--- src/rtl/bus_region_router_pkg.sv ---
// Shared state encoding and default region map for the CPU data-port region router.
package bus_router_pkg;

    typedef logic [1:0] state_t;

    localparam state_t ST_IDLE   = 2'd0;
    localparam state_t ST_ACCESS = 2'd1;
    localparam state_t ST_RESP   = 2'd2;
    localparam state_t ST_ERR    = 2'd3;

    localparam logic [31:0] MEM_BASE  = 32'h0000_0000;
    localparam logic [31:0] MEM_LIMIT = 32'hBFFF_FFFF;
    localparam logic [31:0] IO_BASE   = 32'hC000_0000;
    localparam logic [31:0] IO_LIMIT  = 32'hFFFF_FFFF;

    // Width of an encoded slave index; a single slave still needs one bit.
    function automatic int sel_width(input int n);
        return (n > 1) ? $clog2(n) : 1;
    endfunction

endpackage

--- src/rtl/bus_region_router_if.sv ---
// CPU-side and target-side signals of the region router, bundled as one interface.
interface bus_region_router_if #(
    parameter int ADDR_WIDTH = 32,
    parameter int DATA_WIDTH = 32,
    parameter int NUM_SLAVES = 2
);
    logic [ADDR_WIDTH-1:0]            m_addr;
    logic [DATA_WIDTH-1:0]            m_wdata;
    logic                             m_read;
    logic                             m_write;
    logic [DATA_WIDTH-1:0]            m_rdata;
    logic                             m_ready;
    logic                             m_error;
    logic [NUM_SLAVES*ADDR_WIDTH-1:0] s_addr;
    logic [DATA_WIDTH-1:0]            s_wdata;
    logic [NUM_SLAVES-1:0]            s_read;
    logic [NUM_SLAVES-1:0]            s_write;
    logic [NUM_SLAVES*DATA_WIDTH-1:0] s_rdata;
    logic [NUM_SLAVES-1:0]            s_ready;

    // Environment view: the CPU and the targets around the router.
    modport master (
        output m_addr, m_wdata, m_read, m_write, s_rdata, s_ready,
        input  m_rdata, m_ready, m_error, s_addr, s_wdata, s_read, s_write
    );

    // Router view.
    modport slave (
        input  m_addr, m_wdata, m_read, m_write, s_rdata, s_ready,
        output m_rdata, m_ready, m_error, s_addr, s_wdata, s_read, s_write
    );
endinterface

--- src/rtl/bus_region_router_region_decoder.sv ---
// Combinational address decoder: in-range test per region, lowest index wins on overlap.
module region_decoder
    import bus_router_pkg::*;
#(
    parameter int ADDR_WIDTH = 32,
    parameter int NUM_SLAVES = 2,
    parameter int SEL_WIDTH  = 1,
    parameter logic [NUM_SLAVES*ADDR_WIDTH-1:0] SLAVE_BASE  = {IO_BASE, MEM_BASE},
    parameter logic [NUM_SLAVES*ADDR_WIDTH-1:0] SLAVE_LIMIT = {IO_LIMIT, MEM_LIMIT}
) (
    input  logic [ADDR_WIDTH-1:0] i_addr,
    output logic [NUM_SLAVES-1:0] o_hit,
    output logic [SEL_WIDTH-1:0]  o_sel,
    output logic                  o_any_hit
);

    logic [NUM_SLAVES-1:0] w_in_range;

    // Inclusive base/limit comparison for every region.
    always_comb begin
        for (int i = 0; i < NUM_SLAVES; i++) begin
            w_in_range[i] = (i_addr >= SLAVE_BASE[i*ADDR_WIDTH +: ADDR_WIDTH]) &&
                            (i_addr <= SLAVE_LIMIT[i*ADDR_WIDTH +: ADDR_WIDTH]);
        end
    end

    // Scan from the top so the lowest matching index is the last one written.
    always_comb begin
        o_any_hit = |w_in_range;
        o_sel     = '0;
        for (int i = NUM_SLAVES - 1; i >= 0; i--) begin
            o_sel = w_in_range[i] ? SEL_WIDTH'(i) : o_sel;
        end
        for (int j = 0; j < NUM_SLAVES; j++) begin
            o_hit[j] = o_any_hit && (o_sel == SEL_WIDTH'(j));
        end
    end

endmodule

--- src/rtl/bus_region_router.sv ---
// Registered N-way router from the CPU data port to NUM_SLAVES address regions,
// with request/ready handshake, unmapped-address errors and a per-access timeout.
module bus_region_router
    import bus_router_pkg::*;
#(
    parameter int ADDR_WIDTH     = 32,
    parameter int DATA_WIDTH     = 32,
    parameter int NUM_SLAVES     = 2,
    parameter logic [NUM_SLAVES*ADDR_WIDTH-1:0] SLAVE_BASE  = {IO_BASE, MEM_BASE},
    parameter logic [NUM_SLAVES*ADDR_WIDTH-1:0] SLAVE_LIMIT = {IO_LIMIT, MEM_LIMIT},
    parameter int TIMEOUT_CYCLES = 256
) (
    input  logic               clk,
    input  logic               reset,
    bus_region_router_if.slave bus
);

    localparam int SEL_WIDTH = sel_width(NUM_SLAVES);
    localparam int CNT_WIDTH = (TIMEOUT_CYCLES > 0) ? $clog2(TIMEOUT_CYCLES + 1) : 1;
    localparam logic [CNT_WIDTH-1:0] CNT_LAST =
        CNT_WIDTH'((TIMEOUT_CYCLES > 0) ? (TIMEOUT_CYCLES - 1) : 0);

    logic [NUM_SLAVES-1:0]            w_hit;
    logic [SEL_WIDTH-1:0]             w_sel;
    logic                             w_any_hit;
    logic [NUM_SLAVES*ADDR_WIDTH-1:0] w_rebased;
    logic [DATA_WIDTH-1:0]            w_sel_rdata;
    logic                             w_sel_ready;

    state_t                           r_state;
    logic [NUM_SLAVES-1:0]            r_hit;
    logic [SEL_WIDTH-1:0]             r_sel;
    logic                             r_write;
    logic [CNT_WIDTH-1:0]             r_cnt;
    logic [DATA_WIDTH-1:0]            r_m_rdata;
    logic                             r_m_ready;
    logic                             r_m_error;
    logic [NUM_SLAVES*ADDR_WIDTH-1:0] r_s_addr;
    logic [DATA_WIDTH-1:0]            r_s_wdata;
    logic [NUM_SLAVES-1:0]            r_s_read;
    logic [NUM_SLAVES-1:0]            r_s_write;

    region_decoder #(
        .ADDR_WIDTH  (ADDR_WIDTH),
        .NUM_SLAVES  (NUM_SLAVES),
        .SEL_WIDTH   (SEL_WIDTH),
        .SLAVE_BASE  (SLAVE_BASE),
        .SLAVE_LIMIT (SLAVE_LIMIT)
    ) u_decoder (
        .i_addr    (bus.m_addr),
        .o_hit     (w_hit),
        .o_sel     (w_sel),
        .o_any_hit (w_any_hit)
    );

    // Rebased address for every slave; subtraction wraps modulo 2^ADDR_WIDTH.
    always_comb begin
        for (int i = 0; i < NUM_SLAVES; i++) begin
            w_rebased[i*ADDR_WIDTH +: ADDR_WIDTH] =
                bus.m_addr - SLAVE_BASE[i*ADDR_WIDTH +: ADDR_WIDTH];
        end
    end

    // Only the latched target's ready and read data are looked at.
    always_comb begin
        w_sel_ready = |(bus.s_ready & r_hit);
        w_sel_rdata = '0;
        for (int i = 0; i < NUM_SLAVES; i++) begin
            w_sel_rdata = (r_sel == SEL_WIDTH'(i)) ? bus.s_rdata[i*DATA_WIDTH +: DATA_WIDTH]
                                                   : w_sel_rdata;
        end
    end

    // Handshake FSM, request latches, timeout counter and all output registers.
    always_ff @(posedge clk) begin
        if (reset) begin
            r_state   <= ST_IDLE;
            r_hit     <= '0;
            r_sel     <= '0;
            r_write   <= 1'b0;
            r_cnt     <= '0;
            r_m_rdata <= '0;
            r_m_ready <= 1'b0;
            r_m_error <= 1'b0;
            r_s_addr  <= '0;
            r_s_wdata <= '0;
            r_s_read  <= '0;
            r_s_write <= '0;
        end else begin
            case (r_state)
                ST_IDLE: begin
                    if (bus.m_read || bus.m_write) begin
                        r_s_addr  <= w_rebased;
                        r_s_wdata <= bus.m_wdata;
                        r_write   <= bus.m_write;
                        r_hit     <= w_hit;
                        r_sel     <= w_sel;
                        r_cnt     <= '0;
                        // A simultaneous read and write is rejected like an unmapped address.
                        if (w_any_hit && !(bus.m_read && bus.m_write)) begin
                            r_state   <= ST_ACCESS;
                            r_s_read  <= bus.m_write ? '0 : w_hit;
                            r_s_write <= bus.m_write ? w_hit : '0;
                        end else begin
                            r_state   <= ST_ERR;
                            r_m_ready <= 1'b1;
                            r_m_error <= 1'b1;
                            r_m_rdata <= '0;
                        end
                    end else begin
                        r_state <= ST_IDLE;
                    end
                end
                ST_ACCESS: begin
                    if (w_sel_ready) begin
                        r_state   <= ST_RESP;
                        r_s_read  <= '0;
                        r_s_write <= '0;
                        r_m_ready <= 1'b1;
                        r_m_error <= 1'b0;
                        r_m_rdata <= r_write ? '0 : w_sel_rdata;
                    end else if ((TIMEOUT_CYCLES != 0) && (r_cnt == CNT_LAST)) begin
                        r_state   <= ST_ERR;
                        r_s_read  <= '0;
                        r_s_write <= '0;
                        r_m_ready <= 1'b1;
                        r_m_error <= 1'b1;
                        r_m_rdata <= '0;
                    end else begin
                        r_cnt <= r_cnt + CNT_WIDTH'(1);
                    end
                end
                ST_RESP, ST_ERR: begin
                    r_state   <= ST_IDLE;
                    r_m_ready <= 1'b0;
                    r_m_error <= 1'b0;
                    r_m_rdata <= '0;
                end
                default: begin
                    r_state   <= ST_IDLE;
                    r_s_read  <= '0;
                    r_s_write <= '0;
                    r_m_ready <= 1'b0;
                    r_m_error <= 1'b0;
                    r_m_rdata <= '0;
                end
            endcase
        end
    end

    assign bus.m_rdata = r_m_rdata;
    assign bus.m_ready = r_m_ready;
    assign bus.m_error = r_m_error;
    assign bus.s_addr  = r_s_addr;
    assign bus.s_wdata = r_s_wdata;
    assign bus.s_read  = r_s_read;
    assign bus.s_write = r_s_write;

endmodule

--- src/flat_wrapper.sv ---
// flat-port wrapper written by rule: the top's interface ports become plain ports
module bus_region_router_flat import bus_router_pkg::*;
#(
    parameter int ADDR_WIDTH     = 32,
    parameter int DATA_WIDTH     = 32,
    parameter int NUM_SLAVES     = 2,
    parameter logic [NUM_SLAVES*ADDR_WIDTH-1:0] SLAVE_BASE  = {IO_BASE, MEM_BASE},
    parameter logic [NUM_SLAVES*ADDR_WIDTH-1:0] SLAVE_LIMIT = {IO_LIMIT, MEM_LIMIT},
    parameter int TIMEOUT_CYCLES = 256
)
  (clk, reset, bus_m_addr, bus_m_wdata, bus_m_read, bus_m_write, bus_s_rdata, bus_s_ready, bus_m_rdata, bus_m_ready, bus_m_error, bus_s_addr, bus_s_wdata, bus_s_read, bus_s_write);
  bus_region_router_if #(.ADDR_WIDTH(ADDR_WIDTH), .DATA_WIDTH(DATA_WIDTH), .NUM_SLAVES(NUM_SLAVES)) bus_i ();
  input  logic clk;
  input  logic reset;
  input wire logic [$bits(bus_i.m_addr)-1:0] bus_m_addr;
  input wire logic [$bits(bus_i.m_wdata)-1:0] bus_m_wdata;
  input wire logic [$bits(bus_i.m_read)-1:0] bus_m_read;
  input wire logic [$bits(bus_i.m_write)-1:0] bus_m_write;
  input wire logic [$bits(bus_i.s_rdata)-1:0] bus_s_rdata;
  input wire logic [$bits(bus_i.s_ready)-1:0] bus_s_ready;
  output wire logic [$bits(bus_i.m_rdata)-1:0] bus_m_rdata;
  output wire logic [$bits(bus_i.m_ready)-1:0] bus_m_ready;
  output wire logic [$bits(bus_i.m_error)-1:0] bus_m_error;
  output wire logic [$bits(bus_i.s_addr)-1:0] bus_s_addr;
  output wire logic [$bits(bus_i.s_wdata)-1:0] bus_s_wdata;
  output wire logic [$bits(bus_i.s_read)-1:0] bus_s_read;
  output wire logic [$bits(bus_i.s_write)-1:0] bus_s_write;
  assign bus_i.m_addr = bus_m_addr;
  assign bus_i.m_wdata = bus_m_wdata;
  assign bus_i.m_read = bus_m_read;
  assign bus_i.m_write = bus_m_write;
  assign bus_i.s_rdata = bus_s_rdata;
  assign bus_i.s_ready = bus_s_ready;
  assign bus_m_rdata = bus_i.m_rdata;
  assign bus_m_ready = bus_i.m_ready;
  assign bus_m_error = bus_i.m_error;
  assign bus_s_addr = bus_i.s_addr;
  assign bus_s_wdata = bus_i.s_wdata;
  assign bus_s_read = bus_i.s_read;
  assign bus_s_write = bus_i.s_write;
  bus_region_router #(.ADDR_WIDTH(ADDR_WIDTH), .DATA_WIDTH(DATA_WIDTH), .NUM_SLAVES(NUM_SLAVES), .SLAVE_BASE(SLAVE_BASE), .SLAVE_LIMIT(SLAVE_LIMIT), .TIMEOUT_CYCLES(TIMEOUT_CYCLES)) u_core (.clk(clk), .reset(reset), .bus(bus_i));
endmodule
--- config.mk ---
export PLATFORM = sky130hd
export DESIGN_NAME = bus_region_router_flat
export DESIGN_NICKNAME = d
export VERILOG_FILES = /design/src/rtl/bus_region_router_pkg.sv /design/src/rtl/bus_region_router_if.sv /design/src/rtl/bus_region_router_region_decoder.sv /design/src/rtl/bus_region_router.sv /design/src/flat_wrapper.sv
export SDC_FILE = /design/constraint.sdc
export NUM_CORES = 1
export LEC_CHECK = 0
export ABC_CLOCK_PERIOD_IN_PS = 1920
export CAP_MARGIN = 5
export CORE_ASPECT_RATIO = 1.1
export CORE_UTILIZATION = 35
export DETAILED_ROUTE_END_ITERATION = 7
export PLACE_DENSITY_LB_ADDON = 0.12
export SKIP_CTS_REPAIR_TIMING = 1
export SLEW_MARGIN = 20
export SYNTH_ARGS = -nofsm -noshare
export SYNTH_HDL_FRONTEND = slang
export SYNTH_SLANG_ARGS = --single-unit
--- constraint.sdc ---
create_clock -name clk -period 1.92 [get_ports clk]
set_input_delay 0.576 -clock clk [delete_from_list [all_inputs] [get_ports clk]]
set_output_delay 0.576 -clock clk [all_outputs]
set_load 0.02 [all_outputs]
==> summary.txt <==
Outcome
  – Status: finished with violations
  – Failing checks: setup timing

Timing
  – Rel. slew slack: 57.25%
  – Minimum clock period: 1960 ps
  – RSZ-0062 raised after global routing: true
  – Slew Limit Fails: 0
  – Final Setup Violations: 23
  – Final worst slack: -40.37 ps
  – Clock Skews: 4.681 ps
  – Final period util: 102.1%
  – Achievable Freq: 0.5101 GHz
  – Final hold vios: 0
  – Worst-Margin Slew: 641.2 ps

Clock network
  – CTS tree: done
  – Max Root-Sink Buffers: 2
  – Sink Count: 119
  – Clk_lat worst skew: 410 ps
  – CTS root buf: clkbuf_16
  – Clock Pin Slew Worst Setup and Hold Paths: 50 ps
  – H-tree depth: 4
  – CTS buffer count: 17

Floorplanning
  – Die X: 113.7 um
  – Rows: 44
  – Core Region: 13320 sq um
  – Starting Density: 36.06%
  – Boundary Pins: 268
  – Die Area: 14200 sq um
  – Die height: 124.9 um

Synthesis
  – Syn. warnings: 0
  – Syn Std Cell Area: 4805 sq um
  – Adder-cell share of the synthesized area: 1.042%
  – FFs w/ async S/R, synth: 0%
  – Synth Flop Type: dfxtp_1
  – Netlist cell types: 42
  – Largest family of logic cells by synthesized area: compound AO/OA/AOI/OAI gates
  – Number of synthesized flops with an enable pin: 0
  – Area contributors post-synth: dfxtp_1 (50%), nand2_1 (11%), a21oi_1 (8.0%)
  – #FFs+latches synth: 119
  – Mux contribution to synthesized area: 6.875%
  – Post-Syn Instances: 545
  – Post-synth top area share: 49.58%
  – Synth top cells by count: nand2_1 (139), dfxtp_1 (119), a21oi_1 (77), o2bb2ai_1 (36), mux2i_1 (33)
  – Post-synthesis xor/xnor area fraction: 0.1823%
  – Count leader, synth: nand2_1
  – Register area share after synthesis: 49.58%
  – Mean post-synth cell area: 8.816 sq um
  – Simple-gate share of the synthesized area: 16.56%
  – Compound-Gate Fraction of Synth Area: 17.81%
  – Largest area contributor in the netlist: dfxtp_1
  – Mapped Nets: 683

Job
  – Max_cap viols: 0

Global route
  – Vias in the first global route: 4699
  – GRT Total Usage: 20.97%
  – Initial antenna violation count: 0
  – GRT overflow: 0
  – Pin count of the biggest net entering global routing: 59
  – First-pass GRT wire length: 23330 um

Layout
  – FILL cells: 1116
  – Util after Layout: 67.64%
  – Antenna cell count: 0
  – Area delta synth->final: 87.55%
  – Share of layout cells above drive strength 1: 15.98%
  – Fin nets: 952

Routing
  – Post-DR vias/cell: 4.807
  – DRC viols: 0
  – Via count: 4855
  – Drt wl/cell: 15.44 um
  – Number of DRC markers in iteration 0: 233
  – DRT Pass-1 Iters: 4
  – Routed Antenna Nets: 0
  – Final WL: 15590 um

Critical path
  – Required @ worst endpoint: 2260 ps
  – CP Data Arrival Time: 2300 ps
  – Critical path peak fanout: 8
  – Critical path class: reg2reg
  – Endpoint type of the worst setup path: flip-flop
  – Nature of the critical path startpoint: flip-flop

Placed design
  – Pre-CTS setup slack: -351.5 ps
  – Hpwl dp: 10900 um
  – GPL Wtd Cong: 0.7966
  – Port Buf Inserts: 267

Power and ir drop
  – Total Power: 0.007361 W
  – Worst VDD drop: 589.2 uV
  – Static Leak: 5.428 nW
  – PwrDens: 816.9 nW/um^2

Worst hold path
  – Worst Hold Class: reg2reg
[worst max-delay path, cell delays in order (launching register included)]
cell	delay, ps
dfxtp_2	320
and3_4	180
nand3_4	100
nor2_4	50
ha_4	160
a221oi_4	240
buf_4	170
mux2i_4	70
nor2_4	270
clkbuf_16	230
o2bb2ai_2	100
[kinds of logic (layout without fill, tap and decap cells)]
family,count (synthesis),count (layout)
flops,119,119
mux,33,33
simple gates,189,189
compound gates,131,131
xor+xnor,1,1
fa+ha+maj,4,4
buf+inv,68,349
[metrics by stage]
step	std cells	hold WS, ps	setup TNS (ps)	instance area (sq um)
2_1_floorplan	545	447.9	0	4805
3_3_place_gp	975	441.2	-23100	7747
3_5_place_dp	975	446.2	-26370	7747
4_1_cts	1006	452.1	-8101	8322
5_1_grt	1010	464.3	-3365	9011
6_report	1010	450.7	-510.0	9011
[registers in the layout, summed over array words and instances (netlist names)]
register	flops
u_core.r_write	1
u_core.r_sel	1
u_core.r_cnt	9
u_core.r_hit	2
u_core.bus.s_wdata	32
u_core.bus.s_write	2
u_core.bus.m_error	1
u_core.bus.m_ready	1
u_core.r_state	2
u_core.bus.s_addr	34
u_core.bus.m_rdata	32
u_core.bus.s_read	2
[layout by cell type, fill, tap and decap left out, drive strengths merged, types with 7 or more instances in the layout]
cell type,netlist,routed
a21oi,77,77
o2bb2ai,36,36
nand4,7,7
nand2,139,139
dlymetal6s2s,0,134
nor2,14,14
nand3,10,10
clkbuf,23,24
dfxtp,119,119
clkdlybuf4s50,0,132
buf,41,46
mux2i,33,33
[final timing paths]
| check | from | to | slack [ps] | cells past startpoint |
|---|---|---|---|---|
| max | u_core.r_cnt[4] | u_core.bus.m_rdata[19] | -40 | 10 |
| min | u_core.bus.s_wdata[0] | u_core.bus.s_wdata[0] | 450 | 2 |
| max reg2reg | u_core.r_cnt[4] | u_core.bus.m_rdata[19] | -40 | 10 |
| min reg2reg | u_core.bus.s_wdata[0] | u_core.bus.s_wdata[0] | 450 | 2 |
[final cells by class]
cell class,instances,area [sq um],share of cell area (%)
clock buffers,22,474.2,5.262
multi-input cells,358,2331,25.87
well taps,184,230.2,2.555
flip-flops and latches,119,2386,26.48
inverters,4,15.01,0.1666
clock inverters,9,100.1,1.111
repair buffers,314,3475,38.56
[per-layer routing]
metal	share of wire (%)	track usage [%]
met5	0	0
met4	1.4	7.585
met3	6.3	6.569
met2	52	36.37
met1	40	23.91
[power by group]
part           internal [W]  switching, W
Clock               0.00199       0.00106
Combinational      0.000803      0.000783
Sequential          0.00263      0.000101
Note: power is estimated with default switching activity, not from simulation.
